<file path="src/rtl/fifo_pkg.sv">
// rtl/fifo_pkg.sv - shared sizing helpers for the FWFT level FIFO
package fifo_pkg;

  function automatic int clog2(input int value);
    int result;
    result = 0;
    while ((1 << result) < value) begin
      result = result + 1;
    end
    return result;
  endfunction

  function automatic int fifo_depth(input int depth_width);
    return 1 << depth_width;
  endfunction

  // Pointers carry one extra MSB so a full RAM is distinguishable from an empty one
  function automatic int fifo_cnt_width(input int depth_width);
    return depth_width + 1;
  endfunction

endpackage

</file>
<file path="src/rtl/fifo_fwft_lvl_if.sv">
// rtl/fifo_fwft_lvl_if.sv - write/read handshake and status bundle of the FWFT FIFO
interface fifo_fwft_lvl_if
  import fifo_pkg::*;
#(
  parameter int DATA_WIDTH  = 8,
  parameter int DEPTH_WIDTH = 4
);
  localparam int CNT_WIDTH = fifo_cnt_width(DEPTH_WIDTH);

  logic [DATA_WIDTH-1:0] i_din;
  logic                  i_wr_en;
  logic                  o_full;
  logic                  o_almost_full;
  logic [DATA_WIDTH-1:0] o_dout;
  logic                  i_rd_en;
  logic                  o_empty;
  logic                  o_valid;
  logic                  o_almost_empty;
  logic [CNT_WIDTH-1:0]  o_data_count;
  logic                  o_overflow;
  logic                  o_underflow;

  modport slave (
    input  i_din, i_wr_en, i_rd_en,
    output o_full, o_almost_full, o_dout, o_empty, o_valid,
           o_almost_empty, o_data_count, o_overflow, o_underflow
  );

  modport master (
    output i_din, i_wr_en, i_rd_en,
    input  o_full, o_almost_full, o_dout, o_empty, o_valid,
           o_almost_empty, o_data_count, o_overflow, o_underflow
  );

endinterface

</file>
<file path="src/rtl/fifo_sdp_ram.sv">
// rtl/fifo_sdp_ram.sv - simple dual-port RAM, one write port and one registered read port
module fifo_sdp_ram #(
  parameter int DATA_WIDTH  = 8,
  parameter int DEPTH_WIDTH = 4
) (
  input  logic                   i_clk,
  input  logic                   i_rst,
  input  logic                   i_wr_en,
  input  logic [DEPTH_WIDTH-1:0] i_wr_addr,
  input  logic [DATA_WIDTH-1:0]  i_wr_data,
  input  logic                   i_rd_en,
  input  logic [DEPTH_WIDTH-1:0] i_rd_addr,
  output logic [DATA_WIDTH-1:0]  o_rd_data
);

  logic [DATA_WIDTH-1:0] r_mem [0:(1<<DEPTH_WIDTH)-1];
  logic [DATA_WIDTH-1:0] r_rd_data;

  always_ff @(posedge i_clk) begin
    if (i_wr_en) begin
      r_mem[i_wr_addr] <= i_wr_data;
    end
  end

  // Only the read register is reset; it doubles as the FIFO output register
  always_ff @(posedge i_clk or posedge i_rst) begin
    if (i_rst) begin
      r_rd_data <= '0;
    end else if (i_rd_en) begin
      r_rd_data <= r_mem[i_rd_addr];
    end
  end

  assign o_rd_data = r_rd_data;

endmodule

</file>
<file path="src/rtl/fifo_fwft_lvl.sv">
// rtl/fifo_fwft_lvl.sv - first-word-fall-through FIFO with level, threshold and error reporting
module fifo_fwft_lvl
  import fifo_pkg::*;
#(
  parameter int DATA_WIDTH    = 8,
  parameter int DEPTH_WIDTH   = 4,
  parameter int AFULL_THRESH  = (1 << DEPTH_WIDTH) - 1,
  parameter int AEMPTY_THRESH = 1
) (
  input  logic             i_clk,
  input  logic             i_rst,
  fifo_fwft_lvl_if.slave   bus
);

  localparam int DEPTH     = fifo_depth(DEPTH_WIDTH);
  localparam int CNT_WIDTH = fifo_cnt_width(DEPTH_WIDTH);

  logic [CNT_WIDTH-1:0]  r_wr_ptr;
  logic [CNT_WIDTH-1:0]  r_rd_ptr;
  logic [CNT_WIDTH-1:0]  r_data_count;
  logic                  r_valid;
  logic                  r_overflow;
  logic                  r_underflow;

  logic [CNT_WIDTH-1:0]  w_ram_cnt;
  logic                  w_ram_empty;
  logic                  w_full;
  logic                  w_wr_accept;
  logic                  w_consume;
  logic                  w_prefetch;
  logic [31:0]           w_cnt_ext;
  logic [DATA_WIDTH-1:0] w_rd_data;

  assign w_ram_cnt   = r_wr_ptr - r_rd_ptr;
  assign w_ram_empty = (r_wr_ptr == r_rd_ptr);
  assign w_full      = (w_ram_cnt == CNT_WIDTH'(DEPTH));
  assign w_wr_accept = bus.i_wr_en & ~w_full;
  assign w_consume   = bus.i_rd_en & r_valid;
  // Refill the output register whenever it is empty or being emptied this cycle
  assign w_prefetch  = ~w_ram_empty & (~r_valid | bus.i_rd_en);

  fifo_sdp_ram #(
    .DATA_WIDTH  (DATA_WIDTH),
    .DEPTH_WIDTH (DEPTH_WIDTH)
  ) u_ram (
    .i_clk     (i_clk),
    .i_rst     (i_rst),
    .i_wr_en   (w_wr_accept),
    .i_wr_addr (r_wr_ptr[DEPTH_WIDTH-1:0]),
    .i_wr_data (bus.i_din),
    .i_rd_en   (w_prefetch),
    .i_rd_addr (r_rd_ptr[DEPTH_WIDTH-1:0]),
    .o_rd_data (w_rd_data)
  );

  always_ff @(posedge i_clk or posedge i_rst) begin
    if (i_rst) begin
      r_wr_ptr     <= '0;
      r_rd_ptr     <= '0;
      r_data_count <= '0;
      r_valid      <= 1'b0;
      r_overflow   <= 1'b0;
      r_underflow  <= 1'b0;
    end else begin
      r_overflow  <= bus.i_wr_en & w_full;
      r_underflow <= bus.i_rd_en & ~r_valid;
      if (w_wr_accept) begin
        r_wr_ptr <= r_wr_ptr + 1'b1;
      end
      if (w_prefetch) begin
        r_rd_ptr <= r_rd_ptr + 1'b1;
        r_valid  <= 1'b1;
      end else if (w_consume) begin
        r_valid  <= 1'b0;
      end
      case ({w_wr_accept, w_consume})
        2'b10:   r_data_count <= r_data_count + 1'b1;
        2'b01:   r_data_count <= r_data_count - 1'b1;
        default: r_data_count <= r_data_count;
      endcase
    end
  end

  assign w_cnt_ext = {{(32-CNT_WIDTH){1'b0}}, r_data_count};

  assign bus.o_full         = w_full;
  assign bus.o_almost_full  = (w_cnt_ext >= AFULL_THRESH);
  assign bus.o_almost_empty = (w_cnt_ext <= AEMPTY_THRESH);
  assign bus.o_dout         = w_rd_data;
  assign bus.o_valid        = r_valid;
  assign bus.o_empty        = ~r_valid;
  assign bus.o_data_count   = r_data_count;
  assign bus.o_overflow     = r_overflow;
  assign bus.o_underflow    = r_underflow;

endmodule

</file>
<file path="src/flat_wrapper.sv">
// flat-port wrapper written by rule: the top's interface ports become plain ports
module fifo_fwft_lvl_flat import fifo_pkg::*;
#(
  parameter int DATA_WIDTH    = 8,
  parameter int DEPTH_WIDTH   = 4,
  parameter int AFULL_THRESH  = (1 << DEPTH_WIDTH) - 1,
  parameter int AEMPTY_THRESH = 1
)
  (i_clk, i_rst, bus_i_din, bus_i_wr_en, bus_i_rd_en, bus_o_full, bus_o_almost_full, bus_o_dout, bus_o_empty, bus_o_valid, bus_o_almost_empty, bus_o_data_count, bus_o_overflow, bus_o_underflow);
  fifo_fwft_lvl_if #(.DATA_WIDTH(DATA_WIDTH), .DEPTH_WIDTH(DEPTH_WIDTH)) bus_i ();
  input  logic i_clk;
  input  logic i_rst;
  input wire logic [$bits(bus_i.i_din)-1:0] bus_i_din;
  input wire logic [$bits(bus_i.i_wr_en)-1:0] bus_i_wr_en;
  input wire logic [$bits(bus_i.i_rd_en)-1:0] bus_i_rd_en;
  output wire logic [$bits(bus_i.o_full)-1:0] bus_o_full;
  output wire logic [$bits(bus_i.o_almost_full)-1:0] bus_o_almost_full;
  output wire logic [$bits(bus_i.o_dout)-1:0] bus_o_dout;
  output wire logic [$bits(bus_i.o_empty)-1:0] bus_o_empty;
  output wire logic [$bits(bus_i.o_valid)-1:0] bus_o_valid;
  output wire logic [$bits(bus_i.o_almost_empty)-1:0] bus_o_almost_empty;
  output wire logic [$bits(bus_i.o_data_count)-1:0] bus_o_data_count;
  output wire logic [$bits(bus_i.o_overflow)-1:0] bus_o_overflow;
  output wire logic [$bits(bus_i.o_underflow)-1:0] bus_o_underflow;
  assign bus_i.i_din = bus_i_din;
  assign bus_i.i_wr_en = bus_i_wr_en;
  assign bus_i.i_rd_en = bus_i_rd_en;
  assign bus_o_full = bus_i.o_full;
  assign bus_o_almost_full = bus_i.o_almost_full;
  assign bus_o_dout = bus_i.o_dout;
  assign bus_o_empty = bus_i.o_empty;
  assign bus_o_valid = bus_i.o_valid;
  assign bus_o_almost_empty = bus_i.o_almost_empty;
  assign bus_o_data_count = bus_i.o_data_count;
  assign bus_o_overflow = bus_i.o_overflow;
  assign bus_o_underflow = bus_i.o_underflow;
  fifo_fwft_lvl #(.DATA_WIDTH(DATA_WIDTH), .DEPTH_WIDTH(DEPTH_WIDTH), .AFULL_THRESH(AFULL_THRESH), .AEMPTY_THRESH(AEMPTY_THRESH)) u_core (.i_clk(i_clk), .i_rst(i_rst), .bus(bus_i));
endmodule
</file>
<file path="config.mk">
export PLATFORM = sky130hd
export DESIGN_NAME = fifo_fwft_lvl_flat
export DESIGN_NICKNAME = d
export VERILOG_FILES = /design/src/rtl/fifo_pkg.sv /design/src/rtl/fifo_fwft_lvl_if.sv /design/src/rtl/fifo_sdp_ram.sv /design/src/rtl/fifo_fwft_lvl.sv /design/src/flat_wrapper.sv
export SDC_FILE = /design/constraint.sdc
export NUM_CORES = 1
export LEC_CHECK = 0
export ABC_AREA = 0
export CORE_UTILIZATION = 64
export DETAILED_ROUTE_END_ITERATION = 8
export PLACE_DENSITY_LB_ADDON = 0.08
export SLEW_MARGIN = 20
export SYNTH_ARGS = -nofsm -noshare
export SYNTH_HDL_FRONTEND = slang
export SYNTH_SLANG_ARGS = --single-unit
</file>
<file path="constraint.sdc">
create_clock -name i_clk -period 8.41 [get_ports i_clk]
set_input_delay 1.2615 -clock i_clk [delete_from_list [all_inputs] [get_ports i_clk]]
set_output_delay 1.2615 -clock i_clk [all_outputs]
set_load 0.005 [all_outputs]
</file>
# After elaboration in Yosys (flattened, before gate mapping)
# Memories as Yosys holds them, arrays and structs flattened. A register that Yosys moved wholly into a read port is not among the register bits.
# Cells that the tools add are included.
# W data, S select, Z words.
dict set report totals {
  mem_bits_rw 128
  out_inout_bits 20
  wordCells 34
  n_memories 1
  register_bits 18
  inputBits 12
}
dict set report classes {
  magnitude_cmp 2
  addsub 5
  n_eq_ne 4
  reduce_logical 2
  bitwise 9
  mux 5
}
# memory words width read_ports rd_ports_with_merged_regs wr line
set memory_table {}
lappend memory_table {u_core.u_ram.r_mem 16 8 1 1 1 fifo_sdp_ram.sv:16} ;# logic [DATA_WIDTH-1:0] r_mem [0:(1<<DEPTH_WIDTH)-1];
# operator n
set op_table {}
lappend op_table {{$add A5 B1 Y5 const B} 3}
lappend op_table {{$pmux W5 S2} 1}
lappend op_table {{$and A1 B1 Y1} 5}
lappend op_table {{$eq A5 B5 Y1} 1}
lappend op_table {{$eq A5 B5 Y1 const B} 1}
lappend op_table {{$ge A5 B4 Y1 const B} 1}
lappend op_table {{$le A5 B1 Y1 const B} 1}
lappend op_table {{$sub A5 B1 Y5 const B} 1}
lappend op_table {{$sub A5 B5 Y5} 1}
lappend op_table {{$mux W1} 4}
lappend op_table {{$reduce_bool A2 Y1} 2}
lappend op_table {{$not A1 Y1} 3}
lappend op_table {{$eq A2 B1 Y1 const B} 1}
lappend op_table {{$eq A2 B2 Y1 const B} 1}
lappend op_table {{$or A1 B1 Y1} 1}

# Longest topological paths before layout
# Gate-level depths: netlist of run 1.
dict set report depth {
  word_depth 6
  mapped_depth 15
  depth_no_buf 11
}

# Modules after synthesis
# Synthesis of run 1 repeated with hierarchy kept, for this count alone.
dict set report hier_totals {
  hier_cells 366
  area_unflattened_um2 6533.8
}
# module seq_area_each_um2 cells_per_inst area_each_um2 n_inst
set by_module_without_submodules {}
lappend by_module_without_submodules {fifo_sdp_ram 4043.9 241 5335.1 1}
lappend by_module_without_submodules {fifo_fwft_lvl 450.4 125 1198.6 1}

# Worst setup path after synthesis of run 1
# No wires, ideal clock.
dict set report synth_path {
  kind {reg2out}
  start {register u_core.r_rd_ptr[3]}
  end {output bus_o_full}
  required_ps 7148
  stages_incl_launch_ff 8
  path_buffers 1
  slack_ps 5091
  t_arrival_ps 2058
  cell_sequence {dfrtp_1 inv_2 buf_1 ha_1 nand2_1 o21bai_4 a211o_1 a21oi_1}
}
dict set report synth_via {
  elab_chain_cells 2
}
# item line
set synth_lines {}
lappend synth_lines {{start, declared} fifo_fwft_lvl.sv:19} ;# logic [CNT_WIDTH-1:0] r_rd_ptr;
lappend synth_lines {{start signal, assigned} fifo_fwft_lvl.sv:71} ;# r_rd_ptr <= r_rd_ptr + 1'b1;
lappend synth_lines {{$sub A5 B5 Y5} fifo_fwft_lvl.sv:34} ;# assign w_ram_cnt = r_wr_ptr - r_rd_ptr;
lappend synth_lines {{$eq A5 B5 Y1} fifo_fwft_lvl.sv:36} ;# assign w_full = (w_ram_cnt == CNT_WIDTH'(DEPTH));
lappend synth_lines {{end, declared} flat_wrapper.sv:16} ;# output wire logic [$bits(bus_i.o_full)-1:0] bus_o_full;
# No other way between the ends.

# Final worst setup path of run 1
# Same ends and word-level chain as after synthesis.

==> results of run 1 <==
## logic make-up after synthesis
family | count (synthesis) | synth area share
fa+ha+maj | 14 | 0.0270
simple gates | 70 | 0.0566
xor+xnor | 14 | 0.0212
buf+inv | 28 | 0.0187
mux | 50 | 0.139
compound gates | 32 | 0.0433
flops | 154 | 0.694
## worst paths after layout
check                                                from                    endpoint  slack (ns)
worst max-delay path                   u_core.r_rd_ptr[3]                  bus_o_full        4.01
worst min-delay path            u_core.u_ram.o_rd_data[7]   u_core.u_ram.o_rd_data[7]        0.49
worst max register to register         u_core.r_rd_ptr[3]  u_core.bus.o_data_count[3]        5.12
worst min register to register  u_core.u_ram.o_rd_data[7]   u_core.u_ram.o_rd_data[7]        0.49
max in group asynchronous                           i_rst          u_core.r_rd_ptr[0]        7.00
min in group asynchronous                           i_rst          u_core.r_wr_ptr[3]        1.11
## per-stage QoR
| step | util | std cells |
|---|---|---|
| floorplan | - | 362 |
| global placement | 0.707 | 516 |
| detailed placement | 0.707 | 516 |
| CTS | 0.764 | 548 |
| global route | 0.764 | 548 |
| finish | 0.764 | 548 |
## sequential cells by signal, summed over array words and instances (netlist names)
name                     cells
u_core.u_ram.o_rd_data       8
u_core.bus.o_overflow        1
u_core.bus.o_data_count      5
u_core.bus.o_underflow       1
u_core.bus.o_valid           1
u_core.u_ram.r_mem         128
u_core.r_rd_ptr              5
u_core.r_wr_ptr              5
## where the power goes
part           switching (uW)  internal, uW
clock                     292           420
combinational             515           443
sequential               74.2           957
total                     881          1820
## worst max-delay path, stage by stage (launching register included)
cell and delay, ns:
sky130_fd_sc_hd__dfrtp_1 0.37, sky130_fd_sc_hd__inv_2 0.46, sky130_fd_sc_hd__ha_1 0.40, sky130_fd_sc_hd__a21oi_1 0.29, sky130_fd_sc_hd__nand4b_1 0.25, sky130_fd_sc_hd__a21oi_1 0.28, sky130_fd_sc_hd__clkdlybuf4s50_1 0.54
## cells in the mapped netlist, types with 2 or more instances
master / number / area, um2
sky130_fd_sc_hd__o221ai_1: 8 / 70.1
sky130_fd_sc_hd__dfrtp_1: 26 / 651
sky130_fd_sc_hd__nand2b_1: 2 / 12.5
sky130_fd_sc_hd__inv_1: 14 / 52.6
sky130_fd_sc_hd__edfxtp_1: 128 / 3840
sky130_fd_sc_hd__xor2_1: 6 / 52.6
sky130_fd_sc_hd__nor2_1: 10 / 37.5
sky130_fd_sc_hd__clkbuf_1: 4 / 15.0
sky130_fd_sc_hd__mux2i_1: 17 / 170
sky130_fd_sc_hd__nor3_1: 2 / 10.0
sky130_fd_sc_hd__buf_1: 3 / 11.3
sky130_fd_sc_hd__mux4_2: 32 / 721
sky130_fd_sc_hd__and2_1: 7 / 43.8
sky130_fd_sc_hd__a211o_1: 3 / 26.3
sky130_fd_sc_hd__ha_1: 14 / 175
sky130_fd_sc_hd__nand3_1: 5 / 25.0
sky130_fd_sc_hd__and3_1: 14 / 87.6
sky130_fd_sc_hd__xnor2_1: 6 / 52.6
sky130_fd_sc_hd__a21oi_1: 7 / 35.0
sky130_fd_sc_hd__nand2_1: 20 / 75.1
sky130_fd_sc_hd__nor2b_1: 3 / 18.8
sky130_fd_sc_hd__nand4b_1: 2 / 17.5
sky130_fd_sc_hd__buf_2: 4 / 20.0
sky130_fd_sc_hd__o21ai_0: 2 / 10.0
## cell type report
type,count,area (um2),area share
clock buffers,20,425,0.0570
clock inverters,12,126,0.0169
inverters,15,56.3,0.00754
multi-input cells,180,1860,0.249
flip-flops and latches,154,4500,0.602
well taps,133,166,0.0223
repair buffers,34,333,0.0446
## layer usage
metal / part of all wire / global-route usage / wire, um
met1: 0.42 / 0.369 / 5300
met2: 0.50 / 0.422 / 6360
met3: 0.063 / 0.0820 / 805
met4: 0.020 / 0.102 / 259
met5: 0 / 0 / 0
==> impl_summary.txt, run 1 <==
----------------------------------------------------
[Status]
  Status ... completed

[Place]
  Placed cell areas ... 6910 um2
  I/O Buffers ... 31
  Weighted congestion reported at the end of routability-driven placement ... 0.812
  Setup slack at placement ... between 4 and 5 ns
  Final HPWL from detailed placement ... between 7 and 8 mm

[STA]
  Final critical delay including setup and external delays ... 4.40 ns
  Slew Viols, Final ... 0
  Worst hold slack ... just under 0.5 ns
  RSZ-0062 raised after global routing ... no
  Worst-case setup margin in the final layout ... between 4 and 5 ns
  Final count of hold timing violations ... 0
  Final setup violation count ... 0
  Worst-Margin Slew ... roughly 0.7 ns
  Fin Setup TNS ... 0 ns
  Setup skew after layout ... ~0.0058 ns
  Share of the clock period used by the worst path after layout ... 0.524
  Max transition margin ... 0.533
  Max Clock Freq ... around 230 MHz

[Global route]
  Pin count of the biggest net entering global routing ... 36
  Number of antenna violations at the first check in global routing ... 0
  Global-route usage over all layers ... 0.272
  Wire length of the first global-routing pass ... ~19 mm
  Aggregate global routing overflow ... 0
  Via count of the first global-routing pass ... between 3000 and 4000

[CTS]
  Total clock buffers created by CTS ... 17
  Clock tree from TritonCTS ... built
  Count of buffers added by post-CTS timing repair for setup ... 0
  CTS Root Buffer Type ... sky130_fd_sc_hd__clkbuf_8
  Hold buffer count at cts ... 0
  H-tree lvl count ... 4
  Sinks on Clock Net ... about 150
  Number of buffers on the longest clock path ... 2
  Cells resized by post-CTS repair ... 0
  Clock-pin slew on the worst setup and hold paths ... about 0.06 ns
  Worst-Skew Late Latency ... around 0.53 ns

[Power and ir drop]
  Pwr Density ... between 300 and 400 nW/um2
  Post-layout total power ... approximately 2700 uW
  Largest vdd supply drop ... between 0.2 and 0.25 mV
  Leak pwr ... 0.00267 uW

[Worst setup path]
  R2R cell count ... 10
  Maximum fanout count along the critical path ... 19
  Crit path arrival time ... between 3 and 4 ns
  Worst endpoint required time ... about 7.2 ns
  Nature of the critical path endpoint ... primary output
  Startpoint type of the worst setup path ... flip-flop
  Critical path start-end classification ... flip-flop to primary output

[Die]
  Core area ... 9770 um2
  Site Rows ... 36
  Effective utilization at floorplan ... 0.663
  Full die area ... 10500 um2
  I/O pins ... 32
  Die boundary width ... 103 um
  Die height ... 103 um

[Routing]
  DRC violation total after the first TritonRoute iteration ... approximately 240
  Total number of vias ... between 3000 and 4000
  Average wire per standard cell ... between 20 and 25 um
  Drt first pass iters ... 5
  DRT antenna net count ... 0
  DRC violations left ... 0
  Vias per Instance ... 6.18
  Routed wire length ... 12.7 mm

[Final layout]
  Highest-count cells in the layout ignoring fill and taps ... 128 x sky130_fd_sc_hd__edfxtp_1, 32 x sky130_fd_sc_hd__mux4_2, 31 x sky130_fd_sc_hd__clkdlybuf4s50_1, 25 x sky130_fd_sc_hd__dfrtp_1, 20 x sky130_fd_sc_hd__nand2_1
  Commonest non-fill, non-tap cell in the layout ... sky130_fd_sc_hd__edfxtp_1
  Filler cells ... ~550
  Share of cells above drive strength 1 ... 0.181
  Layout Area Growth over Synthesis ... 15.2%
  Final net count ... roughly 430
  Final std cell area, no fill ... approximately 7500 um2
  Number of diodes added for antenna fixing ... 0

[Synth]
  Mapped Area ... ~6500 um2
  Share of the yosys chip area belonging to registers ... 0.694
  Prevailing post-synth register cell ... sky130_fd_sc_hd__edfxtp_1
  Synth async-reset ratio ... 0.169
  Post-Syn Instances ... ~360
  Mean post-synth cell area ... approximately 18 um2
  EDFF count, synth ... ~130
  Number of warnings issued by yosys ... 0
  Number of distinct library cell variants in the gate-level netlist after synthesis ... between 40 and 50
  Nets in the synthesized netlist ... 388
  Flop and latch count out of synthesis ... ~150

[Hold path]
  Cells on Worst Hold Path ... 2
  Hold WC Path Type ... flip-flop to flip-flop

[Job]
  Maximum capacitance violations ... 0

----------------------------------------------------
No activity file was read; power rests on OpenSTA's default activity.
==> run 2: changes to the inputs <==
--- a/config.mk
+++ b/config.mk
@@ -6,7 +6,7 @@
 export NUM_CORES = 1
 export LEC_CHECK = 0
 export ABC_AREA = 0
-export CORE_UTILIZATION = 64
+export CORE_UTILIZATION = 60
 export DETAILED_ROUTE_END_ITERATION = 8
 export PLACE_DENSITY_LB_ADDON = 0.08
 export SLEW_MARGIN = 20
==> constraint.sdc (replaced) <==
create_clock -name i_clk -period 4.4 [get_ports i_clk]
set_input_delay 0.66 -clock i_clk [delete_from_list [all_inputs] [get_ports i_clk]]
set_output_delay 0.66 -clock i_clk [all_outputs]
set_load 0.005 [all_outputs]
==> impl_summary.txt, run 2 (synthesized netlist as in run 1, its figures left out) <==
----------------------------------------------------
[Final layout]
  Final net count ... 428 (unchanged)
  Reg with most FFs ... u_core.u_ram.r_mem
  Max FFs per register ... 128 (unchanged)
  Storage cell area ... 4500 um2 (unchanged)
  Final std cell area, no fill ... 7480 um2 (+0.20%)
  Share of the core filled with cells ... 0.718 (-0.0456)
  Layout Area Growth over Synthesis ... 15.5%
  Share of cells above drive strength 1 ... 0.184 (+0.00285)
  Area occupied by multi-input gates ... 1860 um2 (unchanged)
  Filler cells ... 653 (+20%)
  Commonest non-fill, non-tap cell in the layout ... sky130_fd_sc_hd__edfxtp_1
  Number of diodes added for antenna fixing ... 0 (unchanged)
  Highest-count cells in the layout ignoring fill and taps ... 128 x sky130_fd_sc_hd__edfxtp_1, 32 x sky130_fd_sc_hd__mux4_2, 31 x sky130_fd_sc_hd__clkdlybuf4s50_1, 25 x sky130_fd_sc_hd__dfrtp_1, 20 x sky130_fd_sc_hd__nand2_1

[CTS]
  Sinks on Clock Net ... 154 (unchanged)
  Worst-Skew Late Latency ... 0.52 ns (about the same)
  Hold buffer count at cts ... 0 (unchanged)
  Cells resized by post-CTS repair ... 0 (unchanged)
  H-tree lvl count ... 4 (unchanged)
  Number of buffers on the longest clock path ... 2 (unchanged)
  Clock tree from TritonCTS ... built
  Count of buffers added by post-CTS timing repair for setup ... 0 (unchanged)
  Total clock buffers created by CTS ... 17 (unchanged)
  CTS Root Buffer Type ... sky130_fd_sc_hd__clkbuf_8
  Clock-pin slew on the worst setup and hold paths ... 0.07 ns (about the same)

[Routing]
  DRC violations left ... 0 (unchanged)
  DRT antenna net count ... 0 (unchanged)
  Routed wire length ... 12.3 mm (-3.5%)
  Topmost layer with routed signal wires ... met4
  Total number of vias ... 3312 (-2.2%)
  Post-Route M1 WL ... 5.46 mm (+3.1%)
  Average wire per standard cell ... 22.3 um (-3.8%)
  Vias per Instance ... 6.02 (-2.5%)
  Drt first pass iters ... 4 (-1)
  DRC violation total after the first TritonRoute iteration ... 243 (+1.7%)
  Met3 Wirelength ... 438 um (-46%)
  Met2 wire length ... 6.22 mm (-2.2%)

[STA]
  Max Clock Freq ... between 200 and 300 MHz
  Setup skew after layout ... 0.0110 ns (+0.00518 ns)
  Worst-Margin Slew ... 0.688 ns (-0.0126 ns)
  Max transition margin ... 0.542 (+0.00838)
  Slew Viols, Final ... 0 (unchanged)
  Final setup violation count ... 0 (unchanged)
  Fin Setup TNS ... 0 ns (unchanged)
  Final critical delay including setup and external delays ... 3.38 ns
  Share of the clock period used by the worst path after layout ... 0.769
  Final count of hold timing violations ... 0 (unchanged)
  RSZ-0062 raised after global routing ... no

[Die]
  Effective utilization at floorplan ... 0.622 (-0.0408)
  I/O pins ... 32 (unchanged)
  Full die area ... 11200 um2 (+6.5%)
  Site Rows ... 37 (+2.8%)
  Die height ... 106 um (+3.2%)
  Die boundary width ... 106 um (+3.2%)
  Core area ... 10400 um2 (+6.6%)

[Hold path]
  Worst Hold Path EP ... u_core.bus.o_underflow
  Cells on Worst Hold Path ... 1 (-1)
  Hold WC Path Type ... flip-flop to flip-flop
  HP Start ... u_core.bus.o_valid

[Power and ir drop]
  Largest vdd supply drop ... 0.353 mV (+75%)
  Pwr Density ... 695 nW/um2 (+92%)
  Leak pwr ... 0.00268 uW (+0.65%)

[Worst setup path]
  Worst setup slack for register-to-register paths ... 1.49 ns (-3.63 ns)
  Maximum fanout count along the critical path ... 5 (-14)
  Startpoint type of the worst setup path ... flip-flop
  R2R cell count ... 11 (+1)
  Crit path arrival time ... 2.72 ns (-0.42 ns)
  Nature of the critical path endpoint ... primary output
  Critical path start-end classification ... flip-flop to primary output
  Worst endpoint required time ... 3.74 ns (-3.41 ns)
  Capture point of the worst reg-to-reg path ... u_core.bus.o_data_count[3]
  Startpoint of the worst register-to-register path ... u_core.r_rd_ptr[2]

[Place]
  Weighted congestion reported at the end of routability-driven placement ... 0.836 (+3.0%)
  Placed cell areas ... 6920 um2 (about the same)
  I/O Buffers ... 31 (unchanged)
  Final HPWL from detailed placement ... 7.70 mm (+2.2%)

[Global route]
  Number of antenna violations at the first check in global routing ... 0 (unchanged)
  Wire length of the first global-routing pass ... 19.1 mm (-0.90%)
  Via count of the first global-routing pass ... 3357 (-0.030%)
  Global-route usage over all layers ... 0.241 (-0.0306)
  Aggregate global routing overflow ... 0 (unchanged)
  Pin count of the biggest net entering global routing ... 36 (unchanged)

[Job]
  Maximum capacitance violations ... 0 (unchanged)

[Status]
  Status ... completed

----------------------------------------------------
==> run 2: area by class of cell <==
class                      instances  area share
clock inverter                    12      0.0189
sequential                       154       0.601
inverter                          15     0.00753
clock buffer                      19      0.0564
timing repair buffer              34      0.0445
multi-input combinational        180       0.249
tap                              136      0.0228
==> run 2: how the worst max path moves through the flow <==
stage	start	depth (start not counted)	to	slack (ns)
floorplan	u_core.r_rd_ptr[1]	15	u_core.bus.o_data_count[3]	1.23
global placement	u_core.r_rd_ptr[2]	11	u_core.bus.o_data_count[3]	1.61
detailed placement	u_core.r_rd_ptr[2]	11	u_core.bus.o_data_count[3]	1.51
CTS	u_core.r_wr_ptr[3]	6	bus_o_full	0.99
global route	u_core.r_wr_ptr[3]	5	bus_o_full	0.92
finish	u_core.r_wr_ptr[3]	6	bus_o_full	1.02
==> run 2: per-stage QoR <==
step                setup WS (ns)  std cells  hold slack, ns  total power (uW)
floorplan                    1.23        362           0.477              3280
global placement             1.61        519           0.471              3780
detailed placement           1.51        519           0.482              3840
CTS                         0.993        550           0.482              5220
global route                0.917        550           0.505              5450
finish                       1.02        550           0.481              5200
==> run 2: layer usage <==
metal	global-route usage	up-vias
li1	-	1514
met1	0.338	1701
met2	0.387	84
met3	0.0411	13
met4	0.0913	0
met5	0	-
==> run 2: critical path, cell delays in order (launching register included) <==
cell	delay, ns
sky130_fd_sc_hd__dfrtp_1	0.42
sky130_fd_sc_hd__ha_1	0.41
sky130_fd_sc_hd__nand2_1	0.13
sky130_fd_sc_hd__o21bai_4	0.20
sky130_fd_sc_hd__a211o_1	0.33
sky130_fd_sc_hd__a21oi_1	0.18
sky130_fd_sc_hd__clkdlybuf4s50_1	0.52
==> run 2: report_power, final <==
group          total (uW)  leakage (uW)  internal, uW  switching, uW
clock                1390      0.000277           814            576
sequential           1970       0.00147          1830            143
combinational        1830      0.000940           853            981
total                5200       0.00268          3500           1700
